## src/rtl/l1_refill_arbiter.sv

```systemverilog
// l1_refill_arbiter: shared I/D cache line refill and dirty-victim writeback
// controller driving one word-wide memory port.
//
// Ports
//   clk, rst                 core clock; asynchronous active-low reset
//   i_req, i_addr            I-cache line miss (held until i_done)
//   i_rdata/i_rvalid/i_widx  refill word stream to the I-cache
//   i_done                   one-cycle completion pulse for I
//   d_req, d_addr            D-cache line miss (held until d_done)
//   d_wb, d_wb_addr          dirty victim flag and line address, sampled at grant
//   d_wdata                  victim word selected by d_widx (combinational)
//   d_rdata/d_rvalid/d_widx  refill word stream / word index to the D-cache
//   d_done                   one-cycle completion pulse for D
//   mem_req/mem_we/mem_addr/mem_wdata/mem_ack/mem_rdata  memory word port
//   busy                     controller is not idle
//   gnt_d                    current owner is the D-cache

module l1_refill_arbiter #(
    parameter  int LINE_WORDS = 4,
    localparam int IDX_W      = $clog2(LINE_WORDS)
) (
    input  logic             clk,
    input  logic             rst,

    input  logic             i_req,
    input  logic [31:0]      i_addr,
    output logic [31:0]      i_rdata,
    output logic             i_rvalid,
    output logic [IDX_W-1:0] i_widx,
    output logic             i_done,

    input  logic             d_req,
    input  logic [31:0]      d_addr,
    input  logic             d_wb,
    input  logic [31:0]      d_wb_addr,
    input  logic [31:0]      d_wdata,
    output logic [31:0]      d_rdata,
    output logic             d_rvalid,
    output logic [IDX_W-1:0] d_widx,
    output logic             d_done,

    output logic             mem_req,
    output logic             mem_we,
    output logic [31:0]      mem_addr,
    output logic [31:0]      mem_wdata,
    input  logic             mem_ack,
    input  logic [31:0]      mem_rdata,

    output logic             busy,
    output logic             gnt_d
);

    localparam logic [31:0]      LINE_MASK = ~(32'(LINE_WORDS * 4) - 32'd1);
    localparam logic [IDX_W-1:0] LAST_IDX  = IDX_W'(LINE_WORDS - 1);

    typedef enum logic [1:0] {
        IDLE = 2'd0,
        WB   = 2'd1,
        RD   = 2'd2,
        DONE = 2'd3
    } state_t;

    state_t           state_q, state_d;
    logic             owner_q, owner_d;
    logic             last_q,  last_d;
    logic [IDX_W-1:0] cnt_q,   cnt_d;
    logic [31:0]      base_q,  base_d;
    logic [31:0]      dline_q, dline_d;

    logic             pick_d;
    logic             last_word;
    logic [31:0]      word_addr;

    // Byte offset of the current word inside the line; never carries out
    // of the line because base is line-aligned.
    assign word_addr = base_q + {{(30-IDX_W){1'b0}}, cnt_q, 2'b00};
    assign last_word = (cnt_q == LAST_IDX);

    // Round-robin on a tie: the side that did not win last time goes first.
    assign pick_d = d_req & (~i_req | ~last_q);

    assign busy  = (state_q != IDLE);
    assign gnt_d = owner_q;

    always_ff @(posedge clk or negedge rst) begin
        if (!rst) begin
            state_q <= IDLE;
            owner_q <= 1'b0;
            last_q  <= 1'b0;
            cnt_q   <= '0;
            base_q  <= '0;
            dline_q <= '0;
        end else begin
            state_q <= state_d;
            owner_q <= owner_d;
            last_q  <= last_d;
            cnt_q   <= cnt_d;
            base_q  <= base_d;
            dline_q <= dline_d;
        end
    end

    always_comb begin
        state_d   = state_q;
        owner_d   = owner_q;
        last_d    = last_q;
        cnt_d     = cnt_q;
        base_d    = base_q;
        dline_d   = dline_q;

        mem_req   = 1'b0;
        mem_we    = 1'b0;
        mem_addr  = '0;
        mem_wdata = '0;
        i_rdata   = '0;
        i_rvalid  = 1'b0;
        i_widx    = '0;
        i_done    = 1'b0;
        d_rdata   = '0;
        d_rvalid  = 1'b0;
        d_widx    = '0;
        d_done    = 1'b0;

        unique case (state_q)
            IDLE: begin
                if (i_req || d_req) begin
                    owner_d = pick_d;
                    last_d  = pick_d;
                    cnt_d   = '0;
                    if (pick_d && d_wb) begin
                        state_d = WB;
                        base_d  = d_wb_addr & LINE_MASK;
                        // Miss line is needed again once the victim is out.
                        dline_d = d_addr & LINE_MASK;
                    end else begin
                        state_d = RD;
                        base_d  = (pick_d ? d_addr : i_addr) & LINE_MASK;
                    end
                end
            end

            WB: begin
                mem_req   = 1'b1;
                mem_we    = 1'b1;
                mem_addr  = word_addr;
                mem_wdata = d_wdata;
                d_widx    = cnt_q;
                if (mem_ack) begin
                    cnt_d = cnt_q + 1'b1;
                    if (last_word) begin
                        base_d  = dline_q;
                        state_d = RD;
                    end
                end
            end

            RD: begin
                mem_req  = 1'b1;
                mem_addr = word_addr;
                if (owner_q) begin
                    d_widx = cnt_q;
                end else begin
                    i_widx = cnt_q;
                end
                if (mem_ack) begin
                    if (owner_q) begin
                        d_rvalid = 1'b1;
                        d_rdata  = mem_rdata;
                    end else begin
                        i_rvalid = 1'b1;
                        i_rdata  = mem_rdata;
                    end
                    cnt_d = cnt_q + 1'b1;
                    if (last_word) begin
                        state_d = DONE;
                    end
                end
            end

            DONE: begin
                d_done  = owner_q;
                i_done  = ~owner_q;
                state_d = IDLE;
            end

            default: begin
                state_d = IDLE;
            end
        endcase
    end

endmodule

```

## config.mk

```make
export PLATFORM = sky130hd
export DESIGN_NAME = l1_refill_arbiter
export DESIGN_NICKNAME = d
export VERILOG_FILES = /design/src/rtl/l1_refill_arbiter.sv
export SDC_FILE = /design/constraint.sdc
export NUM_CORES = 1
export LEC_CHECK = 0
export CORE_AREA = 2 2 118 120
export CTS_CLUSTER_DIAMETER = 100
export CTS_CLUSTER_SIZE = 25
export DETAILED_ROUTE_END_ITERATION = 7
export DIE_AREA = 0 0 120 122
export PLACE_DENSITY = 0.73
export SETUP_SLACK_MARGIN = 0.02
export SLEW_MARGIN = 0
export SYNTH_ARGS = -nofsm -noshare
export SYNTH_HDL_FRONTEND = slang
export SYNTH_SLANG_ARGS = --single-unit
```

## constraint.sdc

```tcl
create_clock -name clk -period 2.3 [get_ports clk]
set_input_delay 0.69 -clock clk [delete_from_list [all_inputs] [get_ports clk]]
set_output_delay 0.69 -clock clk [all_outputs]
set_load 0.01 [all_outputs]
```

==> metrics.txt <==
DIE WIDTH=120 um; latest clock arrival within the worst-skew pair=330 ps; Worst EP required=1610 ps; fin crit period=2430 ps; Overflow after GRT=0; layout cells sized above 1=44.3%; Max clock buf depth=2; drt wl/cell=20.9 um; CTS Sinks=61; Syn Std Cell Area=4430 um^2; Final Non-Filler Cells=970; Total GRT Usage=26.2%; via count=5107; Crit-path slowest cell=dfrtp_1; first-pass GRT wire length=29500 um; register-to-register path setup slack=170 ps; Synth Area in XOR/XNOR=0%; Pwr per Cell Area=1270 nW/um^2; Tcrit/Tclk final=106%; Seq. cell area=1530 um^2; Hold Fails Final Rpt=0; vias in the first global route=5285; Die Footprint=14600 um^2; CP Buf/Inv Count=4; Slew headroom=64.5%; Final WS setup=-133 ps; num rows=43; capture point of the worst reg-to-reg path=cnt_q[1]; number of buffers created by CTS=9; Adder-Cell Fraction of Synth Area=1.98%; Syn. warnings=0; DR iter-0 viols=260; Slew @ Worst Pin=526 ps; clk slew on worst S/H paths=50 ps; Area contributors post-synth=dfrtp_1 34%, and2_1 13%, mux2_2 7.1%; filler instances=1047; Final ANT Viol Nets=0; max frequency=411 MHz; most frequent cells after synthesis=95 x and2_1, 61 x dfrtp_1, 33 x and3_1; count leader, synth=and2_1; Critical Path AT=1740 ps; Leak Pwr=3.86 nW; syn avg cell area=9.65 um^2; Startpoint Class=flop; Worst Skew=4.52 ps; endpoints failing setup=69; post-synthesis compound-gate area fraction=15.1%; critical path's top delay family=buffers and inverters; Starting Density=32.8%; Yosys top cell area share=34.5%; die height=122 um; Synth cell types=40; VDD IR-drop max=0.660 mV; Post-synth EDFFs=0; drt total wl=20300 um; total power=11.1 mW; failing checks=setup timing; Worst R2R Start=state_q[0]; CTS tree=done; drt pass-1 iters=4; Post-route DRC=0; number of synthesized register bits=61; Post-Place Cells=923; area leader, netlist=dfrtp_1; Min-Delay Path Class=primary input to asynchronous set/reset pin; pin count of the biggest net entering global routing=62; main combinational cell family by area after synthesis=simple AND/OR/NAND/NOR gates; Crit path largest cell delay=390 ps; post-route cell area=8750 um^2; critical path depth=7; async set-or-reset flop fraction in the synthesized netlist=100%; post-synthesis sequential area ratio=34.5%; Mapped Cells=459; CP Class=flop to primary output; GPL Wtd Cong=0.935; HPWL reported at the end of detailed placement=13700 um; number of antenna violations at the first check in global routing=2; Final #Nets=956; area of the multi-input gates=2980 um^2; worst reg2reg path depth=11; status=finished with violations; crit path max fanout=9; multiplexer share of the synthesized area=14.4%; drt via density=5.26; final setup TNS=-5080 ps; Top Ports=306; Layout area overhead=97.5%; Slew Viols, Final=0; CTS hold repair buffers=0; RSZ-0062 raised after global routing=yes; Main synth FF type=dfrtp_1; MaxCap Viol Count=0; Max H-tree Level=3; Synth Area in Simple Gates=27.4%; placed cell areas=7730 um^2; IO buf count=291; Worst setup EP type=primary output; Root Driver=clkbuf_16; Core Footprint=13500 um^2; worst path cell trace=inv_2 > ha_4 > nor2b_4 > buf_6 > buf_4 > and3_4 > buf_2
==> power breakdown <==
part / switching, mW / leakage (nW) / total [mW] / internal, mW
registers: 0.331 / 0.711 / 1.97 / 1.64
clock network: 0.467 / 0.163 / 1.47 / 1.00
logic: 3.25 / 2.99 / 7.65 / 4.40
total: 4.05 / 3.86 / 11.1 / 7.04
==> stage by stage <==
stage	utilization (%)	setup slack, ps	hold slack, ps
5_1_grt	64.8	-185	389
3_3_place_gp	57.3	-685	470
2_1_floorplan	-	75.9	394
4_1_cts	60.7	-180	380
3_5_place_dp	57.3	-733	480
6_report	64.8	-133	362
==> registers in the layout (all words and copies together) (netlist names) <==
name / cells
base_q: 28
dline_q: 28
cnt_q: 2
state_q: 2
last_q: 1
==> kinds of logic (layout without fill, tap and decap cells) <==
family / after synthesis / after routing
buf+inv: 56 / 384
compound gates: 74 / 74
other cells: 1 / 4
fa+ha+maj: 7 / 7
simple gates: 200 / 200
mux: 60 / 60
flops: 61 / 61
==> layout by cell type, fill, tap and decap left out, types with 4 or more instances in the layout <==
master | netlist | routed
and2_1 | 95 | 38
and2_4 | 0 | 57
and3_1 | 33 | 7
and3_4 | 0 | 26
buf_12 | 0 | 11
buf_2 | 11 | 42
buf_4 | 5 | 31
buf_6 | 6 | 102
buf_8 | 0 | 4
clkbuf_16 | 0 | 11
clkbuf_2 | 0 | 5
clkdlybuf4s50_1 | 0 | 151
dfrtp_1 | 61 | 59
dlygate4sd2_1 | 0 | 5
ha_4 | 0 | 4
inv_1 | 8 | 5
mux2_2 | 28 | 28
mux2i_1 | 30 | 30
nand2_1 | 29 | 29
nor3b_1 | 27 | 27
o311ai_0 | 21 | 19
o311ai_1 | 7 | 9
o32a_1 | 28 | 28
==> routing by layer <==
layer / GRT usage, % / share of wire [%] / vias to the layer above
li1: - / - / 2330
met1: 30.5 / 38 / 2489
met2: 47.3 / 52 / 253
met3: 5.85 / 6.9 / 35
met4: 9.04 / 2.4 / 0
met5: 0 / 0 / -
==> area by class of cell <==
cell class | instances | share of cell area, %
timing repair buffer | 360 | 41.7
multi-input combinational | 343 | 34.1
sequential | 61 | 17.5
clock buffer | 12 | 2.93
tap | 180 | 2.57
clock inverter | 4 | 0.801
inverter | 8 | 0.400
antenna | 2 | 0.0572
==> how the worst max path moves through the flow <==
stage               startpoint      endpoint  slack (ps)
floorplan              mem_ack   i_rdata[10]          80
global placement       mem_ack    d_rdata[8]        -680
detailed placement     mem_ack   d_rdata[19]        -730
CTS                 state_q[0]  mem_addr[15]        -180
global route        state_q[0]   i_rdata[13]        -180
finish              state_q[0]   i_rdata[12]        -130
==> what timing repair did <==
action / CTS / global route
cloned: 9 / 2
setup buffers: 19 / 7
setup endpoints to repair: 137 / 143
endpoints found under the hold margin: 0 / 0
pin swaps: 9 / 22
resized for setup: 601 / 164
(Power assumes the default switching activity.)
